File: src/rtl/rev_gate_seq.sv
// Reversible WIDTH-bit register with CNOT/Toffoli/NOT fan-out gates.
// Every accepted gate goes onto a LIFO history so it can be undone, newest first.
module rev_gate_seq #(
  parameter int WIDTH = 5,
  parameter int DEPTH = 8,
  parameter int IW    = $clog2(WIDTH)
) (
  input  logic                       clk,
  input  logic                       rst,
  input  logic                       load_valid,
  input  logic [WIDTH-1:0]           load_data,
  input  logic                       op_valid,
  output logic                       op_ready,
  input  logic [1:0]                 op_mode,
  input  logic [IW-1:0]              op_ctrl_a,
  input  logic [IW-1:0]              op_ctrl_b,
  input  logic [WIDTH-1:0]           op_mask,
  input  logic                       undo_valid,
  output logic                       undo_ready,
  output logic [WIDTH-1:0]           state_q,
  output logic [$clog2(DEPTH+1)-1:0] hist_count,
  output logic                       err
);

  localparam int CW = $clog2(DEPTH+1);
  localparam int AW = (DEPTH > 1) ? $clog2(DEPTH) : 1;

  typedef enum logic [1:0] {
    M_CNOT = 2'b00,
    M_TOF  = 2'b01,
    M_NOT  = 2'b10,
    M_ILL  = 2'b11
  } mode_e;

  typedef struct packed {
    mode_e           mode;
    logic [IW-1:0]   a;
    logic [IW-1:0]   b;
    logic [WIDTH-1:0] mask;
  } hent_t;

  hent_t hist [DEPTH];

  // Controls are stripped from the target set, so applying a gate twice restores the state.
  function automatic logic [WIDTH-1:0] gate(input logic [WIDTH-1:0] s, input hent_t e);
    logic [WIDTH-1:0] ma, mb, t;
    logic             c;
    ma = WIDTH'(1) << e.a;
    mb = WIDTH'(1) << e.b;
    t  = '0;
    c  = 1'b0;
    case (e.mode)
      M_CNOT: begin t = e.mask & ~ma;       c = |(s & ma);                end
      M_TOF:  begin t = e.mask & ~ma & ~mb; c = (|(s & ma)) & (|(s & mb)); end
      M_NOT:  begin t = e.mask;             c = 1'b1;                     end
      default: ;
    endcase
    return c ? (s ^ t) : s;
  endfunction

  function automatic logic idx_bad(input logic [IW-1:0] i);
    return {1'b0, i} >= (IW+1)'(WIDTH);
  endfunction

  logic             full, empty;
  logic             do_load, do_undo, do_op;
  logic             op_ill, push;
  hent_t            op_ent, top_ent;
  logic [AW-1:0]    push_idx, pop_idx;
  logic [WIDTH-1:0] state_d;
  logic [CW-1:0]    cnt_d;
  logic             err_d;

  assign full  = (hist_count == CW'(DEPTH));
  assign empty = (hist_count == '0);

  // Readiness reflects only occupancy and the load > undo > op priority.
  assign undo_ready = !empty && !load_valid;
  assign op_ready   = !full && !load_valid && !(undo_valid && !empty);

  assign do_load = load_valid;
  assign do_undo = undo_valid && undo_ready;
  assign do_op   = op_valid && op_ready;

  assign op_ent = '{mode: mode_e'(op_mode), a: op_ctrl_a, b: op_ctrl_b, mask: op_mask};

  // Only the indices a mode actually uses are range-checked.
  always_comb begin
    op_ill = 1'b0;
    case (op_ent.mode)
      M_CNOT:  op_ill = idx_bad(op_ctrl_a);
      M_TOF:   op_ill = idx_bad(op_ctrl_a) || idx_bad(op_ctrl_b) || (op_ctrl_a == op_ctrl_b);
      M_NOT:   op_ill = 1'b0;
      default: op_ill = 1'b1;
    endcase
  end

  assign push_idx = AW'(hist_count);
  assign pop_idx  = AW'(hist_count - CW'(1));
  assign top_ent  = hist[pop_idx];

  always_comb begin
    state_d = state_q;
    cnt_d   = hist_count;
    err_d   = err;
    push    = 1'b0;
    if (do_load) begin
      state_d = load_data;
      cnt_d   = '0;
      err_d   = 1'b0;
    end else if (do_undo) begin
      state_d = gate(state_q, top_ent);
      cnt_d   = hist_count - CW'(1);
    end else if (do_op) begin
      if (op_ill) begin
        err_d = 1'b1;
      end else begin
        state_d = gate(state_q, op_ent);
        cnt_d   = hist_count + CW'(1);
        push    = 1'b1;
      end
    end
  end

  always_ff @(posedge clk or posedge rst) begin
    if (rst) begin
      state_q    <= '0;
      hist_count <= '0;
      err        <= 1'b0;
    end else begin
      state_q    <= state_d;
      hist_count <= cnt_d;
      err        <= err_d;
    end
  end

  // Entries above hist_count are dead, so the storage itself needs no reset.
  always_ff @(posedge clk) begin
    if (push) hist[push_idx] <= op_ent;
  end

endmodule

File: config.mk
export PLATFORM = sky130hd
export DESIGN_NAME = rev_gate_seq
export DESIGN_NICKNAME = d
export VERILOG_FILES = /design/src/rtl/rev_gate_seq.sv
export SDC_FILE = /design/constraint.sdc
export NUM_CORES = 1
export LEC_CHECK = 0
export CORE_ASPECT_RATIO = 0.75
export CORE_MARGIN = 5
export CORE_UTILIZATION = 64
export CTS_CLUSTER_DIAMETER = 100
export DETAILED_ROUTE_END_ITERATION = 10
export PLACE_DENSITY = 0.91
export SKIP_LAST_GASP = 1
export SLEW_MARGIN = 10
export SYNTH_ARGS = -nofsm -noshare
export SYNTH_HDL_FRONTEND = slang
export SYNTH_SLANG_ARGS = --single-unit
export TNS_END_PERCENT = 50
File: constraint.sdc
create_clock -name clk -period 6.95 [get_ports clk]
set_input_delay 1.0425 -clock clk [delete_from_list [all_inputs] [get_ports clk]]
set_output_delay 1.0425 -clock clk [all_outputs]
set_load 0.02 [all_outputs]
After elaboration in Yosys (flattened, before gate mapping). Memory sizes are Yosys's and may differ from the RTL's. Index checks and enable logic that the tools add are counted.

Register bits: 10. Bits in writable memories: 104. Input bits: 23. Output and inout port bits: 12. Logic and storage cells: 100. Memories: 1.

Memories: hist (depth 8, width 13, rd ports 1, clocked after Yosys merged registers in 0, write ports 1, line 42) `hent_t hist [DEPTH];`.

Add/sub/neg operators: 2. $lt $le $gt $ge: 2. Equal/unequal tests: 9. Shifts and indexed selects: 4. Multiplexer cells: 37. Bitwise gates (word level): 16. Reduce and logical (&&, ||, !) cells: 26.

Operators by type and width (number): $mux 5 (12); $and 5x5->5 (8); $pmux 5 s3 (2); $not 5->5 (4); $reduce_or 5->1 (4); $shl 1x3->5 const A (4); $mux 1 (16); $mux 4 (4); $xor 5x5->5 (2); $pmux 1 s3 (3); $ge 3x3->1 const B (2); $logic_and 1x1->1 (6); $reduce_bool 3->1 (2); $add 4x1->4 const B (1); $eq 2x1->1 const B (2); $eq 2x2->1 const B (2); $eq 4x4->1 const B (1); $logic_not 1->1 (4); $logic_not 2->1 (2); $logic_not 4->1 (1); $reduce_and 4->1 (1); $reduce_bool 2->1 (2); $sub 4x1->4 const B (1); $eq 3x3->1 (1); 7 further kinds (9).

Longest topological paths before layout.
Depth in word-level cells: 15. Depth in mapped cells: 15. Mapped depth without buffers: 9.

Worst setup path after synthesis. OpenSTA, ideal clock, no wires.

Kind: flip-flop to flip-flop. Start point: register hist_count[0]. End point: memory hist[4][0] (netlist name) (enable). Library setup time: 0.402 ns. Arrival: 3.736 ns. Data required time: 6.548 ns. Setup slack: 2.811 ns. Stages on the path, launching flop included: 11. Path buffers: 2. Period minus slack after synthesis: 4.139 ns. Path through: dfrtp_1 -> buf_2 -> inv_2 -> buf_2 -> ha_1 -> and3b_1 -> a211oi_2 -> nand2_1 -> a311oi_2 -> nand2_1 -> nor3b_1.

Longest elaborated chain between the ends: 11. Elaborated cells on any way between the ends: 16. Classes of those cells: eq/ne (1); mux (5); reduce/logical (10).

Ends and longest elaborated chain: start, declared (line 21) `output logic [$clog2(DEPTH+1)-1:0] hist_count,`; start signal, assigned (line 132) `hist_count <= cnt_d;`; $logic_not 4->1 (line 75) `assign empty = (hist_count == '0);`; $logic_not 1->1 (line 79) `assign op_ready = !full && !load_valid && !(undo_valid && !empty);`; $logic_and 1x1->1 (line 79); $logic_not 1->1 (line 79); $logic_and 1x1->1 * (line 79); via op_ready (line 13) `output logic op_ready,`; $logic_and 1x1->1 * (line 83) `assign do_op = op_valid && op_ready;`; $mux 1 * (line 114) `end else if (do_op) begin`; $mux 1 * (line 111) `end else if (do_undo) begin`; $mux 1 * (line 107) `if (do_load) begin`; $mux 1 * (line 139) `if (push) hist[push_idx] <= op_ent;`; $mux 1 (implied by the code) * (line 139); end, declared (line 42).

Mark *: on every way through the listed nets, which the timed path passes. The rest lies on a longest branch.

Final worst setup path.
Start point: register hist_count[0]. End point: register state_q[0].

Longest elaborated chain between the ends: 13. Elaborated cells on any way between the ends: 42. Classes of those cells: add/sub (1); eq/ne (5); shift (2); mux (9); bitwise (8); reduce/logical (16); memory (1).

Ends and longest elaborated chain: parallel branches: the longest is 13 deep, another holds $mem_v2 8x13; end signal, assigned (line 131) `state_q <= state_d;`; end, declared (line 20) `output logic [WIDTH-1:0] state_q,`.

Several ways; the timed one is not identified. The select of a mux whose other input is x is not followed. A chain may end at the register's enable or synchronous reset.

==> flow_summary.toml <==
[cells_and_area]
layout.cell_area.non_filler_mm2 = 0.00647
fillerInstances = 466
fraction_of_final_layout_cells_with_drive_strength_greater_than_1_pct = 18.7
finalNetCount = 419
diodes = 0
area_growth_pct = 19.2

[power_and_ir_drop]
clkPwrFrac_pct = 30.3
power_frac_seq_pct = 29.3
static-leakage-power_nw = 2.18
p_int_mw = 1.87
p_switching_mw = 1.05
power.combinational.fraction_pct = 40.4
ir_drop_v = 0.000401
power.density_cell_area_mw_per_mm2 = 452
power.share.switching_pct = 36.1

[timing]
rsz_0062_raised_after_global_routing = "no"
post-route-min-period_ns = 4.64
fmaxAchievable_mhz = 216
worstMarginPinSlew_ns = 1.23
final-max-slew-violation-count = 0
final.setup.tns_ns = 0
final_hold_viol_count = 0
min_period_over_period_pct = 66.7
timing.max_slew.rel_slack_pct = 17.6
finalSetupViolCount = 0
fin_worst_skew_ns = 0.00647

[global_routing]
initial_antenna_violation_count = 0
globalRoute.totalOverflow = 0
grt_pass1_wl_um = 21000
grt_pass1_vias = 3605
groute.usage.overall_pct = 28.2
largest_net_degree_at_the_start_of_global_routing = 29

[yosys]
synth_seq_area_share_pct = 62.2
netlist_area_mm2 = 0.00543
total_nets_after_synthesis = 382
synth_seq_cells = 114
synthArstFlopShare_pct = 8.77
synth-edff-count = 104
netlist-cell-type-count = 70
synthCells = 357
dominantRegCellSynth = "edfxtp_1"
synth.avg_cell_area_um2 = 15.2
ys_warns = 0

[worst_setup_path]
r2r_slack_ns = 2.31
worst_setup_path_end_kind = "flop"
crit_path_max_fanout = 28
rr_endpoint = "state_q[0]"
crit_path_start_kind = "flop"
timing.rr.start = "hist_count[0]"
critPathArrivalTime_ns = 4.92
timing_worst_setup_path_type = "reg2reg"
required_ns = 7.23
worstRegToRegCells = 11

[hold_path]
min_delay_worst_endpoint = "err"
hold-path-cell-count = 2
worst_hold_startpoint = "err"
worst_hold_path_type = "reg2reg"

[detailed_routing]
drc = 0
routed_wirelength_um = 14100
detailroute.via_count = 3725
drt-vias-per-instance = 7.23
starting_drc_count_in_detailed_routing = 714
route.antenna.remaining_nets = 0
route.detailed.wl_per_inst_um = 27.4
first_pass_iters = 8

[placed_design]
place.gp.congestion = 1.05
buffer_ports.inserted = 34
detailed_place.area_mm2 = 0.00585
hpwlAfterDp_um = 8920

[floorplanning]
initial_utilization_pct = 65.0
io_pins = 35
dieHeight_um = 89.7
floorplan.rows = 29
die_area_mm2 = 0.0104
die_width_um = 116
area_of_the_core_region_mm2 = 0.00835

[cts]
clock-root-buffer = "clkbuf_16"
post-cts-setup-buffer-count = 0
clock_tree.htree_level_count = 4
cts-buffers-inserted = 17
skew_pair_late_insertion_delay_ns = 0.41
clockBufferDepth = 2
path_clk_slew_ns = 0.05
cts.hold.buffers_added = 0
tritoncts = "built"
cts_sinks = 114
ctsResizeCount = 0

[status]
status = "finished, final reports clean"

[run]
maxCapViolCount = 0
-- stage by stage --
stage / hold WS [ns] / total power [mW] / util [%] / worst slack [ns] / instances
6_report: 0.514 / 2.92 / 77.5 / 2.31 / 515
5_1_grt: 0.532 / 3.02 / 77.5 / 2.07 / 515
4_1_cts: 0.515 / 2.89 / 77.5 / 2.40 / 515
3_5_place_dp: 0.505 / 1.99 / 70.1 / 2.28 / 483
3_3_place_gp: 0.480 / 1.95 / 70.1 / 2.50 / 483
2_1_floorplan: 0.599 / 1.69 / - / 2.81 / 357
-- worst max-delay path by stage --
stage,endpoint,slack [ns],depth (start not counted),startpoint
3_5_place_dp,hist[6][2],2.28,7,op_ctrl_b[1]
4_1_cts,state_q[0],2.40,11,hist_count[0]
3_3_place_gp,hist[5][1],2.50,7,op_ctrl_b[1]
2_1_floorplan,hist[4][0],2.81,10,hist_count[0]
6_report,state_q[0],2.31,11,hist_count[0]
5_1_grt,state_q[3],2.07,11,hist_count[0]
-- flip-flops by register name (all words and copies together), names as in the netlist --
register and cells:
hist_count 4, hist 104, err 1, state_q 5
-- cells by family (layout without fill, tap and decap cells) --
kind of cell / Yosys count / after routing / share of synthesized area [%]
buffers and inverters: 25 / 75 / 2.31
XOR/XNOR: 6 / 6 / 1.25
adder cells (fa/ha/maj): 2 / 2 / 0.461
AO/OA/AOI/OAI: 53 / 53 / 7.52
multiplexers: 60 / 60 / 16.4
flip-flops: 114 / 114 / 62.2
AND/OR/NAND/NOR: 97 / 97 / 9.89
-- routing by layer --
layer / wire length, um / share of wire, % / global-route usage, % / up-vias
met3: 2000 / 14 / 10.6 / 65
met4: 390 / 2.8 / 7.54 / 0
met2: 6350 / 45 / 40.0 / 338
li1: - / - / - / 1520
met5: 0 / 0 / 0 / -
met1: 5360 / 38 / 41.4 / 1802
-- final cells by class --
type | instances | area (um^2) | area share, %
clock buffer | 20 | 457 | 7.06
clock inverter | 12 | 156 | 2.42
timing repair buffer | 37 | 363 | 5.61
sequential | 114 | 3370 | 52.2
multi-input combinational | 218 | 1960 | 30.3
inverter | 6 | 22.5 | 0.348
tap | 108 | 135 | 2.09
-- cells in the mapped netlist, drive strengths merged, types with 4 or more instances --
| library cell | n | share of area [%] |
|---|---|---|
| a21oi | 4 | 0.37 |
| a211oi | 6 | 0.92 |
| clkbuf | 7 | 0.48 |
| nor2 | 19 | 1.3 |
| nor3b | 4 | 0.55 |
| nand2 | 22 | 1.5 |
| inv | 6 | 0.42 |
| a211o | 4 | 0.65 |
| dfrtp | 10 | 4.6 |
| nor3 | 17 | 1.8 |
| mux4 | 22 | 9.3 |
| nand3 | 6 | 0.55 |
| o31ai | 6 | 0.83 |
| mux2i | 33 | 6.1 |
| edfxtp | 104 | 58 |
| a311oi | 4 | 0.76 |
| o21ai | 9 | 0.83 |
| nor4 | 4 | 0.46 |
| mux2 | 5 | 1.0 |
| buf | 12 | 1.4 |
-- worst max-delay path, cell delays in order (launching register included) --
cell,delay [ns]
dfrtp_1,0.35
buf_4,0.39
inv_2,0.24
ha_2,0.86
buf_4,0.47
mux4_2,0.37
mux2i_1,0.43
nand2_1,0.12
o311ai_1,0.39
o32ai_2,0.23
or2_4,0.30
a211o_1,0.33
-- power by group through the flow --
stage / clock network (mW) / logic [mW] / registers, mW
after floorplan: 0 / 0.824 / 0.866
after global placement: 0 / 1.09 / 0.860
after global routing: 0.926 / 1.23 / 0.858
after detailed placement: 0 / 1.12 / 0.863
final: 0.885 / 1.18 / 0.856
after CTS: 0.888 / 1.15 / 0.851
-- placed cells by master, fill, tap and decap left out, types with 3 or more instances in the layout --
cell,instances
a211oi_1,5
nor2_1,19
edfxtp_1,104
mux4_2,20
nor4_1,4
a31oi_1,3
a21oi_1,4
nor3_2,6
a211o_1,4
mux2i_1,33
a311oi_1,3
bufinv_16,3
nor3_1,11
clkinvlp_4,4
o21ai_0,8
inv_1,5
buf_4,3
nand3_1,6
nand2_1,22
clkbuf_16,17
clkdlybuf4s50_1,34
mux2_2,3
nand3b_1,3
o31ai_1,6
dfrtp_1,10
Power figures use the tool's default switching activity.
